===== config.mk =====
export PLATFORM = sky130hd
export DESIGN_NAME = aes_block_unpack
export DESIGN_NICKNAME = d
export VERILOG_FILES = /design/src/rtl/aes_block_unpack.sv
export SDC_FILE = /design/constraint.sdc
export NUM_CORES = 1
export LEC_CHECK = 0
export CAP_MARGIN = 20
export CORE_MARGIN = 1
export CORE_UTILIZATION = 50
export DETAILED_ROUTE_END_ITERATION = 10
export PLACE_DENSITY = 0.8
export SETUP_SLACK_MARGIN = 0.05
export SLEW_MARGIN = 10
export SYNTH_ARGS = -nofsm -noshare
export SYNTH_HDL_FRONTEND = slang
export SYNTH_SLANG_ARGS = --single-unit

===== constraint.sdc =====
create_clock -name clk -period 3 [get_ports clk]
set_clock_uncertainty 0.15 [all_clocks]
set_input_delay 0.45 -clock clk [delete_from_list [all_inputs] [get_ports clk]]
set_output_delay 0.45 -clock clk [all_outputs]
set_load 0.005 [all_outputs]

===== src/rtl/aes_block_unpack.sv =====
`default_nettype none
// ============================================================================
// Module  : aes_block_unpack
// Brief   : Serialises a decrypted 128-bit block MSB-first into a byte stream,
//           trimming padding on the final block of a frame.
// Revision: 1.0
// ============================================================================
module aes_block_unpack #(
    parameter int CNT_W = 16
) (
    input  logic             clk,
    input  logic             reset,
    input  logic [127:0]     plaintext,
    input  logic             done,
    input  logic             last_in,
    input  logic [4:0]       nbytes_in,
    output logic             unpack_ready,
    output logic [7:0]       m_data,
    output logic             m_valid,
    input  logic             m_ready,
    output logic             m_last,
    output logic             busy,
    output logic             len_err,
    output logic [CNT_W-1:0] block_cnt
);

    typedef enum logic [0:0] {
        ST_IDLE = 1'b0,
        ST_EMIT = 1'b1
    } state_t;

    localparam logic [3:0]       c_LIM_FULL = 4'd15;
    localparam logic [CNT_W-1:0] c_CNT_ONE  = {{(CNT_W-1){1'b0}}, 1'b1};

    state_t           state_q, state_d;
    logic [127:0]     blk_q, blk_d;
    logic [3:0]       idx_q, idx_d;
    logic [3:0]       lim_q, lim_d;
    logic             frame_end_q, frame_end_d;
    logic             len_err_q, len_err_d;
    logic [CNT_W-1:0] block_cnt_q, block_cnt_d;

    logic             w_emit;
    logic             w_at_lim;
    logic             w_xfer;
    logic             w_accept;
    logic             w_len_ok;
    logic [4:0]       w_nb_m1;
    logic [127:0]     w_shifted;

    assign w_emit    = (state_q == ST_EMIT);
    assign w_at_lim  = (idx_q == lim_q);
    assign w_xfer    = w_emit && m_ready;
    assign w_len_ok  = (nbytes_in != 5'd0) && (nbytes_in <= 5'd16);
    assign w_nb_m1   = nbytes_in - 5'd1;
    // Shifting the held block left puts byte idx at the top, avoiding a variable part-select.
    assign w_shifted = blk_q << {idx_q, 3'b000};

    // Ready may follow m_ready combinationally so a new block can load on the final-byte edge.
    assign unpack_ready = !w_emit || (w_at_lim && m_ready);
    assign w_accept     = done && unpack_ready;

    assign m_data    = w_shifted[127:120];
    assign m_valid   = w_emit;
    assign m_last    = w_emit && frame_end_q && w_at_lim;
    assign busy      = w_emit;
    assign len_err   = len_err_q;
    assign block_cnt = block_cnt_q;

    always_comb begin
        state_d     = state_q;
        blk_d       = blk_q;
        idx_d       = idx_q;
        lim_d       = lim_q;
        frame_end_d = frame_end_q;
        len_err_d   = len_err_q;
        block_cnt_d = block_cnt_q;

        if (w_xfer) begin
            if (w_at_lim) begin
                state_d = ST_IDLE;
            end else begin
                idx_d = idx_q + 4'd1;
            end
        end

        // Accept is evaluated after the transfer so a back-to-back load overrides the IDLE move.
        if (w_accept) begin
            state_d     = ST_EMIT;
            blk_d       = plaintext;
            idx_d       = 4'd0;
            lim_d       = (last_in && w_len_ok) ? w_nb_m1[3:0] : c_LIM_FULL;
            frame_end_d = last_in;
            block_cnt_d = block_cnt_q + c_CNT_ONE;
            if (last_in && !w_len_ok) begin
                len_err_d = 1'b1;
            end
        end
    end

    always_ff @(posedge clk or negedge reset) begin
        if (!reset) begin
            state_q     <= ST_IDLE;
            blk_q       <= '0;
            idx_q       <= '0;
            lim_q       <= '0;
            frame_end_q <= 1'b0;
            len_err_q   <= 1'b0;
            block_cnt_q <= '0;
        end else begin
            state_q     <= state_d;
            blk_q       <= blk_d;
            idx_q       <= idx_d;
            lim_q       <= lim_d;
            frame_end_q <= frame_end_d;
            len_err_q   <= len_err_d;
            block_cnt_q <= block_cnt_d;
        end
    end

endmodule
`default_nettype wire


Word level (Yosys, flattened, before mapping)
Cells that the tools add are included.

Output and inout bits: 29. Register bits: 155. Word-level logic and storage cells: 38. Input port bits: 138.

Reductions and logical operators: 17. Eq/ne operators: 2. Shift-type cells: 1. Add/sub/neg operators: 3. Multiplexer cells: 7. Magnitude comparators: 1.

Operators with widths (count): $shl A128 B7 Y128 (1); $add A16 B1 Y16 const B (1); $mux W4 (4); $logic_and A1 B1 Y1 (8); $reduce_and A2 Y1 (3); $le A5 B5 Y1 const B (1); $reduce_bool A5 Y1 (1); $add A4 B1 Y4 const B (1); $eq A4 B4 Y1 (1); $reduce_bool A2 Y1 (2); $sub A4 B1 Y4 const B (1); $mux W1 (3); $logic_not A1 Y1 (2); $ne A2 B1 Y1 const B (1); $logic_or A1 B1 Y1 (1).

Logic depth before layout (Yosys ltp)
Word-level depth: 6. Mapped depth: 8. Gate-level depth less buffers: 6.

Worst setup path before layout
Ideal clock, no wire load.

Path kind: flip-flop to output port. Start: register idx_q[0]. End: output port m_data[7]. Required time: 2.400 ns. Data arrival time: 1.789 ns. Path slack: 0.611 ns. Cell stages (with the launch flop): 5. Buffers on the path: 2. Path through: dfrtp_1 -> buf_6 -> buf_2 -> mux4_2 -> mux4_2.

Cells in the longest elaborated chain, start to end: 1.

RTL lines: start, declared (line 37) `logic [3:0] idx_q, idx_d;`; start signal, assigned (line 113) `idx_q <= idx_d;`; $shl A128 B7 Y128 (line 57) `assign w_shifted = blk_q << {idx_q, 3'b000};`; end, declared (line 18) `output logic [7:0] m_data,`.

Every way passes these cells.

Worst setup path after layout
Start: register idx_q[0]. End: output port m_last.

Cells in the longest elaborated chain, start to end: 2.

RTL lines: $eq A4 B4 Y1 (line 52) `assign w_at_lim = (idx_q == lim_q);`; $logic_and A1 B1 Y1 (line 65) `assign m_last = w_emit && frame_end_q && w_at_lim;`; end, declared (line 21) `output logic m_last,`.

Every way passes these cells.

==> reports/metrics.csv <==
metric;value;unit
synthArstFlopShare;1.00;
grt-ovfl-total;0;
drtIter0Drc;382;
grt_pass1_wl;26800;um
vias_per_cell;5.61;
die_w;121;um
cap_violations;0;
setup_viol;0;
coreArea;13800;um^2
grt.busiest_layer;met2;
use_met2;0.400;
status;complete, no violations;
crit_buf_inv;3;
rsz0062_at_grt;false;
min_period_over_period;0.971;
fin_setup_tns;0;ps
cts_buffers;17;
leakage;4.02;nW
synth_flop_cell;dfrtp_1;
cpMaxStageDelayCell;clkdlybuf4s50_1;
fp.dieH;121;um
clockPowerShare;0.216;
cts_buffer_depth;2;
place.gp.congestion;0.849;
drive_above_1_share;0.283;
antenna_left;0;
worst_pin_slew;605;ps
die_area;14600;um^2
vias;4598;
min_period;2910;ps
p_switching;0.00273;W
ios;167;
fin_nets;767;
p_int;0.00639;W
drc_errors;0;
relSlewSlack;0.597;
crit_chain;buf_6, buf_12, xnor2_2, and4_4, and3_1, clkdlybuf4s50_1;
synth_edf_count;0;
vdd_drop_max;0.000564;V
synth_top_area_frac;0.548;
cts_tree;yes;
start_util;0.512;
row_count;43;
power_density;951;nW/um^2
cts_root_buf;clkbuf_16;
htree_levels;4;
crit_required;2400;ps
numPortBuffers;166;
total_power;0.00911;W
grt_pass1_vias;4897;
antenna_cells;0;
syn_area_per_cell;15.7;um^2
criticalPathCategory;flip-flop to output pin;
grt_usage;0.255;
end_kind;output pin;
fillers;932;
critPathMaxStageDelay;530;ps
drt_pass1_iterations;5;
area_growth_syn_to_layout;35.4;%
fin_area;9580;um^2
synthTopCellsByArea;dfrtp_1 (55%), mux4_2 (13%), mux2_2 (12%);
hpwlAfterDp;12700;um
synth_fp_nets;591;
pwr-share-seq;0.413;
clock_sinks;155;
antenna_found_initial;0;
place_area;8970;um^2
clkLatencyLatePin;430;ps
synth-seq-area-share;0.548;
final-hold-violation-count;0;
crit_arrival;2310;ps
yosysTopAreaCell;dfrtp_1;
yosysWarnings;0;
drt-total-wl;17300;um
p_sw_frac;0.299;
slew_violations;0;
yosysMostFrequentCell;dfrtp_1;
clk_pin_slew;60;ps
grtUsageMet3;0.0982;
synth_seq_cells;155;
globalRouteMet1Util;0.324;
wl_per_cell;21.2;um
hp-class;flip-flop to flip-flop;
yosysUniqueCellTypes;37;
max_freq;0.343;GHz
start_kind;flip-flop;
cp_max_fo;9;
synth_cells;450;
syn_area;7080;um^2
pwr-share-comb;0.371;
path_delay_family;buffers and inverters;
synth.top_cells.by_count;dfrtp_1 (155), mux2_2 (74), mux2_1 (57), mux4_2 (40), buf_2 (13);
grt_start_max_net_pins;68;
[flip-flops by register name, summed over array words and instances (netlist names)]
register     cells
len_err          1
frame_end_q      1
block_cnt       16
lim_q            4
busy             1
blk_q          128
idx_q            4
[cells by family after synthesis]
logic type	synth area share
flops	0.548
fa+ha+maj	0.00531
simple gates	0.0398
xor+xnor	0.0294
mux	0.336
compound gates	0.0138
buf+inv	0.0278
[timing repair]
item | in CTS | in global routing
hold buffers | 1 | 0
resized for setup | 40 | 3
cloned | 2 | 0
setup endpoints to repair | 9 | 8
setup buffers | 6 | 0
endpoints found under the hold margin | 65 | 0
[worst register-to-register path, delay by kind of cell, from the launching register on]
family,cells,cell delay [ps]
simple gates,1,230
compound gates,1,360
buf+inv,3,650
mux,1,450
flops,1,460
xor+xnor,1,170
[final cells by class]
cell class,count,area (um^2),area share
inverter,8,30.0,0.00313
sequential,155,3880,0.405
tap,180,225,0.0235
clock buffer,25,505,0.0528
multi-input combinational,259,3010,0.314
timing repair buffer,185,1890,0.197
clock inverter,7,38.8,0.00405
[worst paths after layout]
check,start,to,slack (ps),cells past startpoint
max in group asynchronous,reset,blk_q[52],1400,3
hold reg to reg,block_cnt[15],block_cnt[15],320,1
min in group asynchronous,reset,blk_q[9],420,2
setup / recovery,idx_q[0],m_last,90,6
setup reg to reg,idx_q[0],blk_q[76],440,7
hold / removal,block_cnt[15],block_cnt[15],320,1
[cell usage in the layout, fill, tap and decap left out, types with 2 or more instances in the layout]
master and n:
xnor2_1 10, nand3_1 10, clkbuf_16 17, mux2_1 57
nand4_1 5, nor2_1 9, buf_6 4, mux4_2 40
xnor2_2 2, nor4_2 3, clkinv_2 6, clkdlybuf4s50_1 157
dfrtp_2 2, buf_2 6, a31oi_1 4, ha_1 3
nor3_1 5, buf_4 7, nand2_1 8, a22o_1 3
xor2_1 10, clkbuf_8 5, dfrtp_1 153, inv_1 8
clkbuf_1 3, mux2_2 74, buf_12 8, and2_1 2
[power groups by stage]
stage	Clock, W	Sequential (W)	Combinational, W
finish	0.00197	0.00377	0.00338
global route	0.00209	0.00386	0.00361
CTS	0.00199	0.00375	0.00348
detailed placement	0	0.00378	0.00335
global placement	0	0.00380	0.00321
floorplan	0	0.00339	0.00232
[routing by layer]
metal | wire, um | vias up
met4 | 469 | 0
met3 | 1500 | 32
met2 | 8270 | 216
met5 | 0 | -
li1 | - | 2019
met1 | 7100 | 2331
[stage by stage]
step / hold WS (ps) / cells / utilization / worst slack [ps]
finish: 322 / 819 / 0.693 / 87.6
global route: 338 / 819 / 0.693 / 58.5
CTS: 325 / 821 / 0.697 / 41.5
detailed placement: 314 / 780 / 0.649 / 176
global placement: 302 / 780 / 0.649 / 220
floorplan: 4.41 / 450 / - / 611
Power figures use the tool's default switching activity.
